==> config.mk <==
export PLATFORM = sky130hd
export DESIGN_NAME = instr_prefetch_buffer_flat
export DESIGN_NICKNAME = d
export VERILOG_FILES = /design/src/rtl/instr_prefetch_buffer_if.sv /design/src/rtl/instr_prefetch_buffer.sv /design/src/flat_wrapper.sv
export SDC_FILE = /design/constraint.sdc
export NUM_CORES = 1
export LEC_CHECK = 0
export ABC_AREA = 0
export BUFFER_PORTS_ARGS = -buffer_cell sky130_fd_sc_hd__buf_2
export CORE_MARGIN = 5
export CORE_UTILIZATION = 63
export DETAILED_ROUTE_END_ITERATION = 8
export PLACE_DENSITY = 0.85
export RECOVER_POWER = 50
export SLEW_MARGIN = 20
export SYNTH_ARGS = -nofsm -noshare
export SYNTH_HDL_FRONTEND = slang
export SYNTH_SLANG_ARGS = --single-unit
==> constraint.sdc <==
create_clock -name clk -period 5.76 [get_ports clk]
set_input_delay 0.576 -clock clk [delete_from_list [all_inputs] [get_ports clk]]
set_output_delay 0.576 -clock clk [all_outputs]
set_load 0.01 [all_outputs]
==> src/rtl/instr_prefetch_buffer_if.sv <==
`default_nettype none
// +----------------------------------------------------------------------+
// | instr_prefetch_buffer_if                                             |
// | Redirect, instruction-memory and IF/ID handshake bundle.             |
// | Rev 1.0                                                              |
// +----------------------------------------------------------------------+
interface instr_prefetch_buffer_if;
  logic        redirect_valid;
  logic [31:0] redirect_pc;
  logic        imem_req;
  logic [31:0] imem_addr;
  logic        imem_ack;
  logic [31:0] imem_rdata;
  logic        id_valid;
  logic [31:0] id_instr;
  logic [31:0] id_pc4;
  logic        id_ready;

  // master: the prefetch buffer itself
  modport master (
    input  redirect_valid, redirect_pc, imem_ack, imem_rdata, id_ready,
    output imem_req, imem_addr, id_valid, id_instr, id_pc4
  );

  modport slave (
    output redirect_valid, redirect_pc, imem_ack, imem_rdata, id_ready,
    input  imem_req, imem_addr, id_valid, id_instr, id_pc4
  );
endinterface
`default_nettype wire

==> src/rtl/instr_prefetch_buffer.sv <==
`default_nettype none
// +----------------------------------------------------------------------+
// | instr_prefetch_buffer                                                |
// | Single-outstanding instruction fetcher feeding a DEPTH-entry FIFO.   |
// | Optional stall counter port enabled by PF_PERF_CNT_EN.               |
// | Rev 1.0                                                              |
// +----------------------------------------------------------------------+
module instr_prefetch_buffer #(
  parameter int unsigned DEPTH    = 4,
  parameter logic [31:0] RESET_PC = 32'h0000_0000
) (
  input wire                      clk,
  input wire                      reset,
  instr_prefetch_buffer_if.master bus
`ifdef PF_PERF_CNT_EN
  ,
  output logic [15:0]             stall_cycles
`endif
);

  localparam int unsigned PTR_W = $clog2(DEPTH);
  localparam int unsigned CNT_W = PTR_W + 1;
  localparam logic [CNT_W-1:0] C_FULL = CNT_W'(DEPTH);

  typedef enum logic [1:0] {
    S_IDLE = 2'd0,
    S_REQ  = 2'd1,
    S_DROP = 2'd2
  } state_e;

  state_e           state_q, state_d;
  logic [31:0]      fetch_pc_q, fetch_pc_d;
  logic [31:0]      addr_q, addr_d;
  logic             req_q, req_d;
  logic [PTR_W-1:0] wr_ptr_q, wr_ptr_d;
  logic [PTR_W-1:0] rd_ptr_q, rd_ptr_d;
  logic [CNT_W-1:0] count_q, count_d;
  logic [CNT_W-1:0] count_after_pop;
  logic [31:0]      pc_plus4;
  logic             push;
  logic             pop;
  logic             ack_live;
  logic             id_valid;

  logic [31:0]      instr_mem_q [DEPTH];
  logic [31:0]      pc4_mem_q   [DEPTH];

  assign id_valid = (count_q != '0);
  assign pc_plus4 = fetch_pc_q + 32'd4;

  always_comb begin
    pop             = bus.id_ready && id_valid;
    // an ack while idle belongs to a request abandoned by reset
    ack_live        = bus.imem_ack && (state_q != S_IDLE);
    count_after_pop = count_q - CNT_W'(pop);
    state_d         = state_q;
    fetch_pc_d      = fetch_pc_q;
    addr_d          = addr_q;
    wr_ptr_d        = wr_ptr_q;
    rd_ptr_d        = rd_ptr_q;
    count_d         = count_q;
    push            = 1'b0;

    if (bus.redirect_valid) begin
      wr_ptr_d   = '0;
      rd_ptr_d   = '0;
      count_d    = '0;
      fetch_pc_d = bus.redirect_pc;
      if (state_q == S_IDLE || ack_live) begin
        state_d = S_REQ;
        addr_d  = bus.redirect_pc;
      end else begin
        state_d = S_DROP;
      end
    end else begin
      rd_ptr_d = rd_ptr_q + PTR_W'(pop);
      count_d  = count_after_pop;
      case (state_q)
        S_IDLE: begin
          if (count_after_pop < C_FULL) begin
            state_d = S_REQ;
            addr_d  = fetch_pc_q;
          end
        end
        S_REQ: begin
          if (ack_live) begin
            push       = 1'b1;
            fetch_pc_d = pc_plus4;
            wr_ptr_d   = wr_ptr_q + PTR_W'(1);
            count_d    = count_after_pop + CNT_W'(1);
            if (count_d < C_FULL) begin
              addr_d = pc_plus4;
            end else begin
              state_d = S_IDLE;
            end
          end
        end
        S_DROP: begin
          if (ack_live) begin
            state_d = S_REQ;
            addr_d  = fetch_pc_q;
          end
        end
        default: state_d = S_IDLE;
      endcase
    end

    req_d = (state_d != S_IDLE);
  end

  always_ff @(posedge clk or negedge reset) begin
    if (!reset) begin
      state_q    <= S_IDLE;
      fetch_pc_q <= RESET_PC;
      addr_q     <= RESET_PC;
      req_q      <= 1'b0;
      wr_ptr_q   <= '0;
      rd_ptr_q   <= '0;
      count_q    <= '0;
    end else begin
      state_q    <= state_d;
      fetch_pc_q <= fetch_pc_d;
      addr_q     <= addr_d;
      req_q      <= req_d;
      wr_ptr_q   <= wr_ptr_d;
      rd_ptr_q   <= rd_ptr_d;
      count_q    <= count_d;
    end
  end

  // Storage needs no reset: outputs are masked to zero while empty.
  always_ff @(posedge clk) begin
    if (push) begin
      instr_mem_q[wr_ptr_q] <= bus.imem_rdata;
      pc4_mem_q[wr_ptr_q]   <= pc_plus4;
    end
  end

  assign bus.imem_req  = req_q;
  assign bus.imem_addr = addr_q;
  assign bus.id_valid  = id_valid;
  assign bus.id_instr  = id_valid ? instr_mem_q[rd_ptr_q] : 32'd0;
  assign bus.id_pc4    = id_valid ? pc4_mem_q[rd_ptr_q]   : 32'd0;

`ifdef PF_PERF_CNT_EN
  logic [15:0] stall_q, stall_d;

  always_comb begin
    stall_d = stall_q;
    if (id_valid && !bus.id_ready && (stall_q != 16'hFFFF)) begin
      stall_d = stall_q + 16'd1;
    end
  end

  always_ff @(posedge clk or negedge reset) begin
    if (!reset) begin
      stall_q <= 16'd0;
    end else begin
      stall_q <= stall_d;
    end
  end

  assign stall_cycles = stall_q;
`endif

endmodule
`default_nettype wire

==> src/flat_wrapper.sv <==
// flat-port wrapper written by rule: the top's interface ports become plain ports
module instr_prefetch_buffer_flat 
#(
  parameter int unsigned DEPTH    = 4,
  parameter logic [31:0] RESET_PC = 32'h0000_0000
)
  (clk, reset, bus_redirect_valid, bus_redirect_pc, bus_imem_ack, bus_imem_rdata, bus_id_ready, bus_imem_req, bus_imem_addr, bus_id_valid, bus_id_instr, bus_id_pc4);
  instr_prefetch_buffer_if bus_i ();
  input wire clk;
  input wire reset;
  input wire logic [$bits(bus_i.redirect_valid)-1:0] bus_redirect_valid;
  input wire logic [$bits(bus_i.redirect_pc)-1:0] bus_redirect_pc;
  input wire logic [$bits(bus_i.imem_ack)-1:0] bus_imem_ack;
  input wire logic [$bits(bus_i.imem_rdata)-1:0] bus_imem_rdata;
  input wire logic [$bits(bus_i.id_ready)-1:0] bus_id_ready;
  output wire logic [$bits(bus_i.imem_req)-1:0] bus_imem_req;
  output wire logic [$bits(bus_i.imem_addr)-1:0] bus_imem_addr;
  output wire logic [$bits(bus_i.id_valid)-1:0] bus_id_valid;
  output wire logic [$bits(bus_i.id_instr)-1:0] bus_id_instr;
  output wire logic [$bits(bus_i.id_pc4)-1:0] bus_id_pc4;
  assign bus_i.redirect_valid = bus_redirect_valid;
  assign bus_i.redirect_pc = bus_redirect_pc;
  assign bus_i.imem_ack = bus_imem_ack;
  assign bus_i.imem_rdata = bus_imem_rdata;
  assign bus_i.id_ready = bus_id_ready;
  assign bus_imem_req = bus_i.imem_req;
  assign bus_imem_addr = bus_i.imem_addr;
  assign bus_id_valid = bus_i.id_valid;
  assign bus_id_instr = bus_i.id_instr;
  assign bus_id_pc4 = bus_i.id_pc4;
  instr_prefetch_buffer #(.DEPTH(DEPTH), .RESET_PC(RESET_PC)) u_core (.clk(clk), .reset(reset), .bus(bus_i));
endmodule
==> results of run 1 <==
[kinds of logic (layout without fill, tap and decap cells)]
logic type               count (synthesis)  after routing  share of synthesized area
other                                    0              1                          0
adder cells (fa/ha/maj)                  9              9                    0.00760
AO/OA/AOI/OAI                           69             69                     0.0323
buffers and inverters                   83            247                     0.0292
AND/OR/NAND/NOR                        288            288                      0.118
multiplexers                            99             99                      0.123
flip-flops                             330            330                      0.644
XOR/XNOR                                78             78                     0.0466
[registers in the layout, indices dropped and copies added, names as in the netlist]
register,flops
u_core.count_q,3
u_core.fetch_pc_q,32
u_core.wr_ptr_q,2
u_core.bus.imem_addr,32
u_core.state_q,2
u_core.rd_ptr_q,2
u_core.bus.imem_req,1
u_core.instr_mem_q,128
u_core.pc4_mem_q,128
[layout by cell type (no fill, tap or decap), types with 4 or more instances in the layout]
| cell type | Yosys | final |
|---|---|---|
| nor3b_1 | 7 | 7 |
| inv_1 | 12 | 12 |
| a31oi_1 | 4 | 4 |
| and2_1 | 70 | 69 |
| mux4_2 | 64 | 64 |
| nand2_1 | 51 | 52 |
| nand2b_1 | 10 | 10 |
| edfxtp_1 | 256 | 256 |
| xor2_1 | 33 | 33 |
| and4_1 | 8 | 8 |
| clkbuf_16 | 0 | 32 |
| and3_1 | 7 | 5 |
| xnor2_1 | 44 | 44 |
| a211oi_1 | 10 | 10 |
| nor4_1 | 0 | 5 |
| buf_2 | 22 | 99 |
| nand3_1 | 19 | 20 |
| ha_1 | 9 | 9 |
| buf_4 | 13 | 12 |
| o21ai_0 | 16 | 16 |
| nor4_4 | 5 | 4 |
| nand4_1 | 14 | 16 |
| dfrtp_1 | 74 | 72 |
| clkbuf_8 | 0 | 5 |
| or3_1 | 5 | 4 |
| nor3_1 | 17 | 17 |
| o21ai_1 | 4 | 4 |
| clkinv_2 | 0 | 4 |
| a21oi_1 | 10 | 10 |
| mux2i_1 | 14 | 14 |
| o21a_1 | 4 | 4 |
| clkbuf_1 | 24 | 78 |
| mux2_2 | 21 | 20 |
| nor2b_1 | 7 | 7 |
| nor2_1 | 44 | 44 |
[power by group]
group	total (W)	internal [W]	switching [W]	leakage, nW
Clock	0.00196	0.00113	0.000831	0.476
Sequential	0.00315	0.00287	0.000280	3.19
Combinational	0.00199	0.000905	0.00109	2.18
Total	0.00710	0.00490	0.00220	5.84
[through the flow]
stage | area (um2) | std cells | power [W] | utilization
after floorplan | 14800 | 956 | 0.00452 | -
after global placement | 15800 | 1382 | 0.00519 | 0.676
after detailed placement | 15800 | 1382 | 0.00524 | 0.676
after CTS | 16800 | 1439 | 0.00720 | 0.718
after global routing | 16600 | 1439 | 0.00747 | 0.711
final | 16600 | 1440 | 0.00710 | 0.711
[cell type report]
type | instances | area share
clock inverters | 9 | 0.00437
multi-input cells | 543 | 0.288
well taps | 319 | 0.0241
diodes | 1 | 0.000151
flip-flops and latches | 330 | 0.575
repair buffers | 178 | 0.0504
clock buffers | 48 | 0.0549
inverters | 12 | 0.00271
[path summary, 6_finish.rpt]
kind	endpoint	start	cells past startpoint
max in group asynchronous	u_core.rd_ptr_q[0]$_DFF_PN0_	reset	1
max reg2reg	u_core.bus.imem_addr[31]$_DFFE_PN0P_	u_core.count_q[0]$_DFF_PN0_	11
min reg2reg	u_core.bus.imem_addr[8]$_DFFE_PN0P_	u_core.bus.imem_addr[8]$_DFFE_PN0P_	2
min	u_core.bus.imem_addr[18]$_DFFE_PN0P_	reset	1
max	u_core.bus.imem_addr[31]$_DFFE_PN0P_	u_core.count_q[0]$_DFF_PN0_	11
min in group clk	u_core.fetch_pc_q[28]$_DFFE_PN0P_	bus_redirect_pc[28]	3
[worst register-to-register path: cells and delay by family (launching register included)]
family                     cells  cell delay [ps]
DFF                            1              370
buffers and inverters          1               60
adders and majority gates      3              730
muxes                          2              440
AOI/OAI and AO/OA              2             1050
and+or+nand+nor                3             1140
[metal layers]
metal / global-route usage / share of wire
met5: 0 / 0.00022
met4: 0.0446 / 0.013
met3: 0.0358 / 0.068
met2: 0.397 / 0.50
met1: 0.347 / 0.42
==> impl_metrics.json, run 1 <==
{
  "tightest_slew_ps": 1720,
  "io_pins": 167,
  "max-vdd-ir-drop_mv": 0.273,
  "finalSetupTns_ps": 0,
  "ys_top_cells_by_area": "edfxtp_1 (52%), dfrtp_1 (12%), mux4_2 (9.7%)",
  "antenna_found_initial": 1,
  "total_leakage_power_nw": 5.84,
  "cpMostUsedCell": "ha_1",
  "die_h_um": 163,
  "ys_warn_count": 0,
  "core_mm2": 0.0233,
  "layout-drive-gt1-share": 0.236,
  "clockRootBuffer": "clkbuf_16",
  "ys_ff_latch": 330,
  "cts_setup_buffers": 0,
  "finalWeightedCongestion": 0.894,
  "max_freq_ghz": 0.256,
  "power.density_mw_per_mm2": 428,
  "violations": "max-capacitance violations, max-slew violations",
  "num_rows": 56,
  "skew_ps": 12.4,
  "finalHoldViolCount": 0,
  "end_kind": "register",
  "viasPerCell": 5.99,
  "grt_max_degree": 95,
  "cts_sinks": 330,
  "path_cells": "or3_4 -> and2_0 -> ha_1 -> ha_1 -> inv_1 -> ha_1 -> and2_1 -> mux2i_1 -> o211a_1 -> mux2i_1 -> a211o_1",
  "maxCapViolations": 1,
  "clockBufferDepth": 3,
  "port-buffer-count": 166,
  "hold_buffers": 0,
  "wl_per_cell_um": 21.7,
  "slew-limit-headroom": -0.145,
  "netlist.top_cell.by_area": "edfxtp_1",
  "start_util": 0.635,
  "fin_crit_sh": 0.678,
  "hold_ws_ps": 197,
  "max_stage_delay_ps": 760,
  "die_w_um": 163,
  "avgSynthCellArea_um2": 15.5,
  "place_ws_ps": 1550,
  "fillerInstances": 1545,
  "dr_total_vias": 8629,
  "grt_pass1_vias": 8807,
  "synth_common_cells": "edfxtp_1 (256), dfrtp_1 (74), and2_1 (70), mux4_2 (64), nand2_1 (51)",
  "cts_made_buffers": 31,
  "post_cts_resize_count": 0,
  "overflow": 0,
  "grt_pass1_wl_um": 49600,
  "cp.buffers_inverters": 1,
  "wirelength_um": 31200,
  "multi_input_area_mm2": 0.00478,
  "synth-edff-count": 256,
  "finalSetupViolCount": 0,
  "setup_slack_ps": 1850,
  "cts_tree": "built",
  "ys_seq_area_frac": 0.644,
  "drtIter0Drc": 836,
  "cts.htree.levels": 1,
  "seq_area_mm2": 0.00954,
  "dp_hpwl_um": 19700,
  "drc_errors": 0,
  "yosysMostFrequentCell": "edfxtp_1",
  "critical_path_arrival_ps": 4330,
  "r2r_setup_slack_ps": 1850,
  "rsz0062_at_grt": "no",
  "path_clk_slew_ps": 60,
  "syn_inst": 956,
  "cp.required_ps": 6180,
  "ant_nets": 0,
  "cp-start-kind": "register",
  "status": "finished, violations left",
  "cp_max_fo": 66,
  "slew_viol_final": 34,
  "synth_area_mm2": 0.0148,
  "clk_latency_ps": 540,
  "nets": 1174,
  "syn-num-nets": 1034,
  "path_delay_family": "simple AND/OR/NAND/NOR gates",
  "fin_crit_ps": 3910,
  "first_pass_iters": 5,
  "cp_slowest_cell": "o211a_1",
  "ys_async_sr_fraction": 0.224,
  "min_path_type": "primary input to asynchronous set/reset pin",
  "synth_cell_types": 60,
  "synth_top_area_share": 0.519,
  "fp.dieArea_mm2": 0.0267,
  "grt_util_all_layers": 0.239,
  "path_class": "register to register",
  "areaGrowthSynthToFinish_pct": 12.0,
  "synth_flop_cell": "edfxtp_1"
}
Note: power is estimated with default switching activity, not from simulation.
==> inputs of run 2 (changes only) <==
--- a/config.mk
+++ b/config.mk
@@ -8,9 +8,9 @@
 export ABC_AREA = 0
 export BUFFER_PORTS_ARGS = -buffer_cell sky130_fd_sc_hd__buf_2
 export CORE_MARGIN = 5
-export CORE_UTILIZATION = 63
+export CORE_UTILIZATION = 59
 export DETAILED_ROUTE_END_ITERATION = 8
-export PLACE_DENSITY = 0.85
+export PLACE_DENSITY = 0.8
 export RECOVER_POWER = 50
 export SLEW_MARGIN = 20
 export SYNTH_ARGS = -nofsm -noshare
==> constraint.sdc (replaced) <==
create_clock -name clk -period 4 [get_ports clk]
set_input_delay 0.4 -clock clk [delete_from_list [all_inputs] [get_ports clk]]
set_output_delay 0.4 -clock clk [all_outputs]
set_load 0.01 [all_outputs]
==> run 2 against run 1 <==
The run still ends with max-capacitance violations, max-slew violations left. Cell area is 1.0% higher. Clock skew is essentially flat. Clock power rose by 59%. Global-route usage decreased by 1.5 points. Register-to-register slack lost 1300 ps. Power up 49%. Via count down 0.12%. First-iteration DRC count shrank 9.4%.
==> impl_metrics.json, run 2 (synthesis gave the netlist of run 1 again) <==
{
  "status": "finished, violations left",
  "violations": "max-capacitance violations, max-slew violations",
  "power.density_mw_per_mm2": 630,
  "grt_pass1_vias": 8972,
  "grt_max_degree": 75,
  "start_util": 0.593,
  "fin_crit_sh": 0.867,
  "maxCapViolations": 3,
  "end_kind": "register",
  "cp_max_fo": 15,
  "total_leakage_power_nw": 5.91,
  "core_mm2": 0.0250,
  "clk_latency_ps": 510,
  "fin_crit_ps": 3470,
  "max_freq_ghz": 0.288,
  "grt_util_all_layers": 0.224,
  "holdPathStages": 3,
  "antenna_found_initial": 0,
  "max-vdd-ir-drop_mv": 0.365,
  "placedCellCount": 1397,
  "cts_setup_buffers": 0,
  "fillerInstances": 1779,
  "grt_pass1_wl_um": 50000,
  "path_class": "register to register",
  "hold_path_end": "u_core.fetch_pc_q[28]$_DFFE_PN0P_",
  "tightest_slew_ps": 1930,
  "rsz0062_at_grt": "no",
  "skew_ps": 12.7,
  "cts_tree": "built",
  "cts.htree.levels": 2,
  "largestRegisters": "u_core.instr_mem_q: 128 flops, u_core.pc4_mem_q: 128 flops",
  "cp.required_ps": 4410,
  "finalSetupTns_ps": 0,
  "rr_worst_depth": 12,
  "dr_total_vias": 8619,
  "multi_input_area_mm2": 0.00476,
  "drc_errors": 0,
  "ant_nets": 0,
  "dp_hpwl_um": 20000,
  "io_pins": 167,
  "worstHoldStart": "bus_redirect_pc[28]",
  "port-buffer-count": 166,
  "min_path_type": "primary input to register",
  "nets": 1181,
  "layout_common_cells": "edfxtp_1 (256), buf_2 (99), clkbuf_1 (78)",
  "r2r_setup_slack_ps": 530,
  "overflow": 0,
  "slew-limit-headroom": -0.284,
  "layout-drive-gt1-share": 0.235,
  "drtIter0Drc": 757,
  "post_cts_resize_count": 0,
  "reg2reg_from": "u_core.count_q[0]$_DFF_PN0_",
  "die_h_um": 168,
  "areaGrowthSynthToFinish_pct": 13.1,
  "cts_made_buffers": 34,
  "clockRootBuffer": "clkbuf_16",
  "utilization": 0.671,
  "wirelength_um": 31400,
  "first_pass_iters": 5,
  "critical_path_arrival_ps": 3880,
  "clockBufferDepth": 3,
  "seq_area_mm2": 0.00954,
  "cp_slowest_cell": "o211a_1",
  "wl_per_cell_um": 21.5,
  "final_common_cell": "edfxtp_1",
  "fp.dieArea_mm2": 0.0284,
  "cp-start-kind": "register",
  "cts_sinks": 330,
  "finalWeightedCongestion": 0.861,
  "cpMostUsedCell": "ha_1",
  "max_stage_delay_ps": 600,
  "finalSetupViolCount": 0,
  "path_cells": "or3_2 -> and2_0 -> ha_1 -> ha_1 -> inv_1 -> ha_1 -> and2_1 -> mux2i_1 -> o211a_1 -> buf_4 -> nor2_1 -> a211oi_1",
  "finalHoldViolCount": 0,
  "slew_viol_final": 193,
  "instances_no_fill": 1459,
  "path_clk_slew_ps": 60,
  "r2r_end": "u_core.bus.imem_addr[14]$_DFFE_PN0P_",
  "hold_buffers": 0,
  "viasPerCell": 5.91,
  "num_rows": 58,
  "die_w_um": 168
}
run 2: cell count changes in the layout (fill, tap and decap cells not counted), sizes merged:
cell | before | now
buf | 111 | 112
clkbuf | 115 | 117
clkinv | 6 | 9
bufinv | 1 | 4
inv | 12 | 13
clkinvlp | 2 | 0
run 2: critical path: cells and delay by family (launching register included):
family	cells	cell delay (ps)
and+or+nand+nor	4	900
AOI/OAI and AO/OA	2	790
adders and majority gates	3	690
DFF	1	370
buffers and inverters	2	320
muxes	1	280
run 2: layout make-up:
type                    count  area share
diodes                      1    0.000149
clock buffers              47      0.0555
clock inverters            14     0.00993
inverters                  12     0.00269
multi-input cells         543       0.284
flip-flops and latches    330       0.569
well taps                 330      0.0246
repair buffers            182      0.0535
run 2: worst max-delay path by stage:
stage | from | end | slack (ps) | cells past startpoint
6_report | u_core.count_q[0]$_DFF_PN0_ | u_core.bus.imem_addr[14]$_DFFE_PN0P_ | 530 | 12
4_1_cts | u_core.count_q[0]$_DFF_PN0_ | u_core.bus.imem_addr[14]$_DFFE_PN0P_ | 550 | 12
2_1_floorplan | u_core.count_q[0]$_DFF_PN0_ | u_core.bus.imem_addr[0]$_DFFE_PN0P_ | 980 | 12
3_3_place_gp | u_core.count_q[0]$_DFF_PN0_ | u_core.bus.imem_addr[18]$_DFFE_PN0P_ | 660 | 12
5_1_grt | u_core.count_q[0]$_DFF_PN0_ | u_core.bus.imem_addr[16]$_DFFE_PN0P_ | 270 | 12
3_5_place_dp | u_core.count_q[0]$_DFF_PN0_ | u_core.bus.imem_addr[17]$_DFFE_PN0P_ | 570 | 12
run 2: per-layer routing:
layer	vias to the layer above	GRT usage	wire length, um	share of wire
met5	-	0	0	0
li1	3872	-	-	-
met1	4364	0.323	13200	0.42
met4	0	0.0589	734	0.023
met2	329	0.363	15400	0.49
met3	54	0.0371	2030	0.065
run 2: power by group:
part	switching (W)	internal (W)	total (W)	leakage [nW]
Sequential	0.000403	0.00413	0.00454	3.19
Combinational	0.00159	0.00133	0.00292	2.19
Clock	0.00123	0.00189	0.00311	0.534
run 2: per-stage QoR:
stage / hold WS (ps) / setup WS, ps / cell area (um2) / power [W]
2_1_floorplan: 104 / 979 / 14800 / 0.00651
3_3_place_gp: 462 / 656 / 15900 / 0.00754
3_5_place_dp: 473 / 570 / 15900 / 0.00763
4_1_cts: 88.8 / 549 / 17000 / 0.0107
5_1_grt: 132 / 267 / 16800 / 0.0111
6_report: 132 / 532 / 16800 / 0.0106
==> inputs of run 3 (changes only) <==
--- a/config.mk
+++ b/config.mk
@@ -8,9 +8,9 @@
 export ABC_AREA = 0
 export BUFFER_PORTS_ARGS = -buffer_cell sky130_fd_sc_hd__buf_2
 export CORE_MARGIN = 5
-export CORE_UTILIZATION = 59
+export CORE_UTILIZATION = 56
 export DETAILED_ROUTE_END_ITERATION = 8
-export PLACE_DENSITY = 0.8
+export PLACE_DENSITY = 0.79
 export RECOVER_POWER = 50
 export SLEW_MARGIN = 20
 export SYNTH_ARGS = -nofsm -noshare
==> run 3 against run 2 <==
The flow still finishes with violations (max-capacitance violations, max-slew violations). Global-route usage decreased by 1.5 points. Clock power about the same. Power is essentially flat. Combinational power is essentially flat. Core utilization decreased by 2.5 points. First-iteration DRC count down 2.1%. Largest cell class unchanged.
==> impl_metrics.json, run 3 (synthesis gave the netlist of run 1 again) <==
{
  "layout_common_cells": "edfxtp_1 (256), buf_2 (99), clkbuf_1 (79)",
  "fin_crit_ps": 3530,
  "slew_viol_final": 120,
  "num_rows": 59,
  "final_common_cell": "edfxtp_1",
  "cpMostUsedCell": "ha_1",
  "finalWeightedCongestion": 0.843,
  "first_pass_iters": 5,
  "clk_latency_ps": 520,
  "power.density_mw_per_mm2": 627,
  "diodes": 0,
  "grt_util_all_layers": 0.209,
  "port-buffer-count": 166,
  "finalSetupTns_ps": 0,
  "core_mm2": 0.0261,
  "cp_slowest_cell": "o211ai_4",
  "io_pins": 167,
  "holdPathStages": 3,
  "finalHoldViolCount": 0,
  "die_w_um": 173,
  "critical_path_depth": 12,
  "grt_pass1_wl_um": 50000,
  "path_clk_slew_ps": 60,
  "nets": 1185,
  "post_cts_resize_count": 0,
  "max_freq_ghz": 0.284,
  "start_util": 0.569,
  "end_kind": "register",
  "cts_made_buffers": 35,
  "rsz0062_at_grt": "no",
  "antenna_found_initial": 1,
  "status": "finished, violations left",
  "clockRootBuffer": "clkbuf_16",
  "dp_hpwl_um": 20300,
  "cp_max_fo": 25,
  "viasPerCell": 5.79,
  "drtIter0Drc": 741,
  "tightest_slew_ps": 2580,
  "cts.htree.levels": 2,
  "total_leakage_power_nw": 5.94,
  "place_ws_ps": 539,
  "violations": "max-capacitance violations, max-slew violations",
  "drc_errors": 0,
  "wl_per_cell_um": 21.5,
  "fp.dieArea_mm2": 0.0298,
  "layout-drive-gt1-share": 0.239,
  "setup_slack_ps": 475,
  "clockBufferDepth": 3,
  "grt_max_degree": 66,
  "slew-limit-headroom": -0.720,
  "utilization": 0.647,
  "ant_nets": 0,
  "max_stage_delay_ps": 600,
  "rr_worst_depth": 12,
  "areaGrowthSynthToFinish_pct": 13.7,
  "path_class": "register to register",
  "dr_total_vias": 8494,
  "min_path_type": "primary input to register",
  "cts_sinks": 330,
  "largestRegisters": "u_core.instr_mem_q: 128 flops, u_core.pc4_mem_q: 128 flops",
  "finalSetupViolCount": 0,
  "overflow": 0,
  "max-vdd-ir-drop_mv": 0.371,
  "maxCapViolations": 3,
  "grt_pass1_vias": 8900,
  "path_cells": "or3_2 -> and2_0 -> ha_1 -> ha_1 -> inv_1 -> ha_1 -> a21oi_1 -> mux2i_1 -> o211ai_4 -> buf_4 -> nor3b_1 -> a211oi_1",
  "cts_tree": "built",
  "wirelength_um": 31500,
  "critical_path_arrival_ps": 3930,
  "die_h_um": 173,
  "path_delay_family": "compound AO/OA/AOI/OAI gates",
  "cp-start-kind": "register",
  "cp.buffers_inverters": 2,
  "cp.required_ps": 4410,
  "skew_ps": 16.9,
  "fin_crit_sh": 0.881
}
[run 3: changes by cell type in the layout (fill, tap and decap cells not counted), sizes merged]
cell | previous run | this run
clkinv | 9 | 10
clkbuf | 117 | 116
inv | 13 | 12
buf | 112 | 115
dlygate4sd3 | 0 | 1
bufinv | 4 | 3
clkinvlp | 0 | 3
diode | 1 | 0
[run 3: report_power, final]
group | internal (W) | switching, W
logic | 0.00134 | 0.00159
registers | 0.00413 | 0.000395
clock network | 0.00184 | 0.00127
total | 0.00731 | 0.00325
[run 3: timing repair]
item,4_1_cts,5_1_grt
hold buffers,1,0
setup endpoints to repair,0,0
hold endpoints to repair,44,0
setup buffers,0,0
[run 3: metrics by stage]
| step | power (W) | hold slack [ps] | cell area [um2] | std cells |
|---|---|---|---|---|
| 6_report | 0.0106 | 129 | 16800 | 1468 |
| 5_1_grt | 0.0111 | 132 | 16800 | 1468 |
| 4_1_cts | 0.0108 | 73.2 | 17000 | 1468 |
| 3_5_place_dp | 0.00763 | 450 | 15900 | 1404 |
| 3_3_place_gp | 0.00756 | 443 | 15900 | 1404 |
| 2_1_floorplan | 0.00651 | 104 | 14800 | 956 |
[run 3: worst paths after layout]
path                                                       from                                   end  slack [ps]
setup / recovery                    u_core.count_q[0]$_DFF_PN0_  u_core.bus.imem_addr[15]$_DFFE_PN0P_         470
hold / removal                              bus_redirect_pc[30]     u_core.fetch_pc_q[30]$_DFFE_PN0P_         130
setup reg to reg                    u_core.count_q[0]$_DFF_PN0_  u_core.bus.imem_addr[15]$_DFFE_PN0P_         470
hold reg to reg            u_core.bus.imem_addr[10]$_DFFE_PN0P_  u_core.bus.imem_addr[10]$_DFFE_PN0P_         490
max in group asynchronous                                 reset  u_core.bus.imem_addr[17]$_DFFE_PN0P_         880
min in group asynchronous                                 reset  u_core.bus.imem_addr[20]$_DFFE_PN0P_        1230
[run 3: layout make-up]
| type | count | area [um2] |
|---|---|---|
| clock buffers | 47 | 931 |
| inverters | 12 | 45.0 |
| flip-flops and latches | 330 | 9540 |
| fillers | 1891 | 9210 |
| clock inverters | 16 | 179 |
| multi-input cells | 543 | 4780 |
| repair buffers | 185 | 948 |
| well taps | 335 | 419 |
[run 3: routing by layer]
metal | GRT usage | part of all wire
met5 | 0 | 0.00041
met4 | 0.0481 | 0.018
met3 | 0.0450 | 0.064
met2 | 0.343 | 0.49
met1 | 0.293 | 0.43
[run 3: tightest hold or removal path, cell delays in order]
cell and delay (ps):
buf_2 80, nand2_1 60, o21ai_0 70
